==> config.mk <==
export PLATFORM = sky130hd
export DESIGN_NAME = ras_req_sched
export DESIGN_NICKNAME = d
export VERILOG_FILES = /design/src/rtl/ras_req_sched.sv
export SDC_FILE = /design/constraint.sdc
export NUM_CORES = 1
export LEC_CHECK = 0
export CAP_MARGIN = 5
export CORE_UTILIZATION = 57
export CTS_CLUSTER_SIZE = 8
export DETAILED_ROUTE_END_ITERATION = 8
export GPL_TIMING_DRIVEN = 1
export PLACE_DENSITY_LB_ADDON = 0.1
export SYNTH_ARGS = -nofsm -noshare
export SYNTH_HDL_FRONTEND = slang
export SYNTH_SLANG_ARGS = --single-unit
==> constraint.sdc <==
create_clock -name clk -period 3.4 [get_ports clk]
set_input_delay 0.51 -clock clk [delete_from_list [all_inputs] [get_ports clk]]
set_output_delay 0.51 -clock clk [all_outputs]
set_load 0.005 [all_outputs]
==> src/rtl/ras_req_sched.sv <==
// rtl/ras_req_sched.sv - return address stack request scheduler
// Queues up to two call/return requests per cycle and issues one stack operation per cycle.
`ifndef ADDR_WIDTH
`define ADDR_WIDTH 32
`endif

module ras_req_sched #(
  parameter int FIFO_DEPTH = 4
) (
  input  logic                       clk,
  input  logic                       rst_n,
  input  logic [1:0]                 fetch_rassched_valid,
  input  logic [1:0]                 fetch_rassched_push,
  input  logic [1:0]                 fetch_rassched_pop,
  input  logic [2*`ADDR_WIDTH-1:0]   fetch_rassched_addr,
  output logic                       rassched_fetch_ready,
  input  logic                       commit_rassched_flush,
  output logic                       rassched_ras_push,
  output logic                       rassched_ras_pop,
  output logic [`ADDR_WIDTH-1:0]     rassched_ras_addr,
  output logic                       rassched_busy,
  output logic                       rassched_csrf_stall_add
);

  localparam int AW = `ADDR_WIDTH;
  localparam int PW = $clog2(FIFO_DEPTH);
  localparam int CW = PW + 1;
  localparam logic [CW-1:0] READY_MAX = CW'(FIFO_DEPTH - 2);

  logic          ent_push [FIFO_DEPTH];
  logic          ent_pop  [FIFO_DEPTH];
  logic [AW-1:0] ent_addr [FIFO_DEPTH];

  logic [PW-1:0] wr_ptr;
  logic [PW-1:0] rd_ptr;
  logic [CW-1:0] count;

  logic          ready;
  logic          slot0_req;
  logic          slot1_req;
  logic          enq_fire;
  logic [1:0]    enq_cnt;
  logic [1:0]    deq_cnt;
  logic [PW-1:0] wr1_ptr;
  logic [PW-1:0] rd_nxt;
  logic          fuse;
  logic          issue_push;
  logic          issue_pop;
  logic [AW-1:0] issue_addr;

  // Two free slots are needed so fetch can always present a full pair.
  assign ready                = rst_n && (count <= READY_MAX);
  assign rassched_fetch_ready = ready;
  assign rassched_busy        = (count != '0);

  always_comb begin
    slot0_req = fetch_rassched_valid[0] && (fetch_rassched_push[0] || fetch_rassched_pop[0]);
    slot1_req = fetch_rassched_valid[1] && (fetch_rassched_push[1] || fetch_rassched_pop[1]);
    enq_fire  = ready && !commit_rassched_flush;
    enq_cnt   = enq_fire ? ({1'b0, slot0_req} + {1'b0, slot1_req}) : 2'd0;
    wr1_ptr   = slot0_req ? wr_ptr + PW'(1) : wr_ptr;
    rd_nxt    = rd_ptr + PW'(1);

    // Return followed directly by a call collapses into one push+pop.
    fuse = (count >= CW'(2))
        && ent_pop[rd_ptr] && !ent_push[rd_ptr]
        && ent_push[rd_nxt] && !ent_pop[rd_nxt];

    deq_cnt    = 2'd0;
    issue_push = 1'b0;
    issue_pop  = 1'b0;
    issue_addr = ent_addr[rd_ptr];
    if (count != '0) begin
      if (fuse) begin
        deq_cnt    = 2'd2;
        issue_push = 1'b1;
        issue_pop  = 1'b1;
        issue_addr = ent_addr[rd_nxt];
      end else begin
        deq_cnt    = 2'd1;
        issue_push = ent_push[rd_ptr];
        issue_pop  = ent_pop[rd_ptr];
      end
    end
  end

  always_ff @(posedge clk) begin
    if (enq_fire) begin
      if (slot0_req) begin
        ent_push[wr_ptr] <= fetch_rassched_push[0];
        ent_pop[wr_ptr]  <= fetch_rassched_pop[0];
        ent_addr[wr_ptr] <= fetch_rassched_addr[0 +: AW];
      end
      if (slot1_req) begin
        ent_push[wr1_ptr] <= fetch_rassched_push[1];
        ent_pop[wr1_ptr]  <= fetch_rassched_pop[1];
        ent_addr[wr1_ptr] <= fetch_rassched_addr[AW +: AW];
      end
    end
  end

  always_ff @(posedge clk) begin
    if (!rst_n) begin
      wr_ptr                  <= '0;
      rd_ptr                  <= '0;
      count                   <= '0;
      rassched_ras_push       <= 1'b0;
      rassched_ras_pop        <= 1'b0;
      rassched_ras_addr       <= '0;
      rassched_csrf_stall_add <= 1'b0;
    end else if (commit_rassched_flush) begin
      wr_ptr                  <= '0;
      rd_ptr                  <= '0;
      count                   <= '0;
      rassched_ras_push       <= 1'b0;
      rassched_ras_pop        <= 1'b0;
      rassched_csrf_stall_add <= 1'b0;
    end else begin
      wr_ptr                  <= wr_ptr + PW'(enq_cnt);
      rd_ptr                  <= rd_ptr + PW'(deq_cnt);
      count                   <= count + CW'(enq_cnt) - CW'(deq_cnt);
      rassched_ras_push       <= issue_push;
      rassched_ras_pop        <= issue_pop;
      if (issue_push) begin
        rassched_ras_addr <= issue_addr;
      end
      rassched_csrf_stall_add <= (|fetch_rassched_valid) && !ready;
    end
  end

endmodule
==> metrics.md <==
| Metric | Value |
|---|---|
| Async set-reset flop share out of synthesis | `0` |
| Mux contribution to synthesized area | `0.353` |
| Yosys Warn Count | `0` |
| CP max-delay cell | `mux4_2` |
| Finished Core Util | `0.712` |
| P_leak | `around 3.8 nW` |
| Syn_area_per_cell | `15.6 µm²` |
| Combinational share of power | `0.253` |
| Startpoint Class | `flop` |
| Worst Path Arrival | `around 3.3 ns` |
| Remaining global-route overflow | `0` |
| CTS tree | `done` |
| EDFF count, synth | `136` |
| Chain of cells forming the critical path | `mux4_2 > nor4_4 > and3_2 > inv_2 > fa_1 > fa_1 > xnor2_1 > xnor2_1 > nor2_1` |
| Initial Util | `0.588` |
| Vias post-DR | `between 5,000 and 6,000` |
| Final wirelength | `around 21 mm` |
| DRC Markers | `0` |
| Layout cells sized above 1 | `0.318` |
| Outcome | `complete, no violations` |
| Pint | `4.82 mW` |
| Final hold vios | `0` |
| Sequential power share | `0.416` |
| Total GRT Usage | `0.262` |
| Post-synthesis adder-cell area fraction | `0.0135` |
| XOR/XNOR share of the synthesized area | `0.00649` |
| Switching part of the total | `0.257` |
| Worst Hold Depth | `2` |
| Synth top area cells | `edfxtp_1 43%, mux4_2 16%, mux2_2 11%` |
| Hold Path Class | `flop to flop` |
| Postcts setup bufs | `0` |
| Post-synthesis compound-gate area fraction | `0.0470` |
| DPL Wire Length | `about 13 mm` |
| Vias per cell | `approximately 6.2` |
| Fin crit period | `approximately 3 ns` |
| Fin Setup TNS | `0 ns` |
| Count leader, synth | `edfxtp_1` |
| F_max | `0.335 GHz` |
| Cells on worst reg2reg path | `9` |
| Area growth syn-to-layout | `21.0%` |
| Post-synth top area share | `0.432` |
| CP Class | `flop to flop` |
| Setup Skew | `~0.0079 ns` |
| Max stage delay on crit path | `approximately 0.61 ns` |
| Largest area contributor in the netlist | `edfxtp_1` |
| Clk slew on worst S/H paths | `~0.060 ns` |
| Post-cts sizing count | `0` |
| Worst vdd ir | `370 µV` |
| Core Rows | `46` |
| Setup WS post-layout | `0.418 ns` |
| Finish-stage setup viols | `0` |
| Port bufs | `109` |
| Die ar. | `approximately 17,000 µm²` |
| Number of buffers created by CTS | `17` |
| Reg-to-Reg Start | `rd_ptr[0]` |
| Post-Syn Area | `~9400 µm²` |
| RSZ-0062 raised after global routing | `false` |
| Netlist cell types | `42` |
| Final worst path period share | `0.877` |
| Total power | `roughly 6.5 mW` |
| Chip Width | `131 µm` |
| Number of diodes | `0` |
| Core area | `~16,000 µm²` |
| Initial antenna violation count | `0` |
| WP data required | `around 3.7 ns` |
| Largest family of logic cells by synthesized area | `multiplexers` |
| Pin count of the biggest net entering global routing | `54` |
| Clock power frac | `0.331` |
| Clk sinks | `roughly 180` |
| Post-Synthesis Cells | `approximately 600` |
| Max-cap violations | `0` |
| Synth Register Bits | `approximately 180` |
| Synth Flop Type | `edfxtp_1` |
| Vias in the first global route | `between 6,000 and 7,000` |
| H-tree depth | `4` |
| Crit. End Element | `flop` |
| Die Y | `around 130 µm` |
| Global-route wire length before repair | `approximately 33 mm` |
| Max clock buf depth | `2` |
| Critical path peak fanout | `19` |
| Root buf cell | `clkbuf_16` |
| Syn nets | `around 690` |
| Worst slew pin tran | `slightly above 1 ns` |
| TritonRoute pass-1 iters | `4` |
| Min Hold Slack | `between 0.5 and 0.6 ns` |
| Synth Area in Simple Gates | `0.0261` |
| Worst-case headroom to the max-slew limit | `0.330` |
| Place WS | `0.161 ns` |
| Clock Latency Late Sink | `between 0.4 and 0.5 ns` |
| Post-synth top cells | `136 x edfxtp_1, 95 x mux2_2, 66 x mux4_2` |
| DR iter-0 viols | `312` |
| Hold wc startpoint | `rassched_ras_addr[7]` |
| GPL Wtd Cong | `about 0.74` |
| DR WL/cell | `between 20 and 25 µm` |
| PD cells | `~570 nW/µm²` |
| Nets | `a little under 800` |
| Slew Limit Fails | `0` |
| Antenna Violating Nets Remaining | `0` |
| Ports | `110` |
| Beginning of the critical path | `rd_ptr[0]` |
| Register area share after synthesis | `0.521` |
| Hold Buf Count CTS | `0` |
| Sw Pwr | `about 1.7 mW` |
-- state kept, by name, indices dropped and copies added, names as in the netlist --
| signal | flops |
|---|---|
| rassched_ras_pop | 1 |
| ent_push | 4 |
| ent_pop | 4 |
| rd_ptr | 2 |
| rassched_csrf_stall_add | 1 |
| count | 3 |
| rassched_ras_addr | 32 |
| rassched_ras_push | 1 |
| ent_addr | 128 |
| wr_ptr | 2 |
-- worst paths after layout --
kind | to | slack (ns)
worst max register to register | count[2] | 0.42
worst min-delay path | rassched_ras_addr[7] | 0.52
worst max-delay path | count[2] | 0.42
worst min register to register | rassched_ras_addr[7] | 0.52
-- placed cells by master, fill, tap and decap left out, drive strengths merged, types with 6 or more instances in the layout --
master,instances
mux2i,32
dfxtp,42
and3,8
nor3,7
o21ai,35
clkdlybuf4s50,108
buf,23
a21oi,32
mux2,136
nor2,7
xnor2,6
nand2,10
inv,10
mux4,66
edfxtp,136
ha,7
clkbuf,19
-- cells by family (layout without fill, tap and decap cells) --
logic type	after synthesis	count (layout)
AO/OA/AOI/OAI	78	78
buffers and inverters	53	172
AND/OR/NAND/NOR	45	45
flip-flops	178	178
multiplexers	234	234
adder cells (fa/ha/maj)	9	9
XOR/XNOR	7	7
-- layer usage --
metal  routed length [µm]  global-route usage  vias up
met5                    0                   0        -
met4                  346              0.0947        0
met3                  865              0.0415       26
met2                11100               0.470      142
met1                 8620               0.322     3029
li1                     -                   -     2633
-- metrics by stage --
stage / cells / area, µm²
final: 939 / 11400
after global routing: 939 / 11400
after CTS: 939 / 11400
after detailed placement: 907 / 10800
after global placement: 907 / 10800
after floorplan: 604 / 9450
-- critical path: cells and delay by family, from the launching register on --
| family | cells | cell delay [ns] |
|---|---|---|
| xor+xnor | 2 | 0.33 |
| fa+ha+maj | 2 | 0.84 |
| buf+inv | 1 | 0.04 |
| flops | 1 | 0.55 |
| mux | 1 | 0.61 |
| simple gates | 3 | 0.50 |
-- area by class of cell --
cell class                      count  area (µm²)
Clock buffer                       19         443
Clock inverter                     13         206
Fill cell                        1034        4630
Inverter                            9        33.8
Multi-Input combinational cell    373        4250
Sequential cell                   178        4930
Tap cell                          216         270
Timing Repair Buffer              131        1300
-- power groups by stage --
stage,clock (mW),sequential [mW],combinational [mW]
4_1_cts,2.16,2.70,1.66
5_1_grt,2.25,2.73,1.80
2_1_floorplan,0,2.68,1.15
3_5_place_dp,0,2.75,1.65
6_report,2.15,2.70,1.64
3_3_place_gp,0,2.74,1.61
No activity file was read; power rests on OpenSTA's default activity.
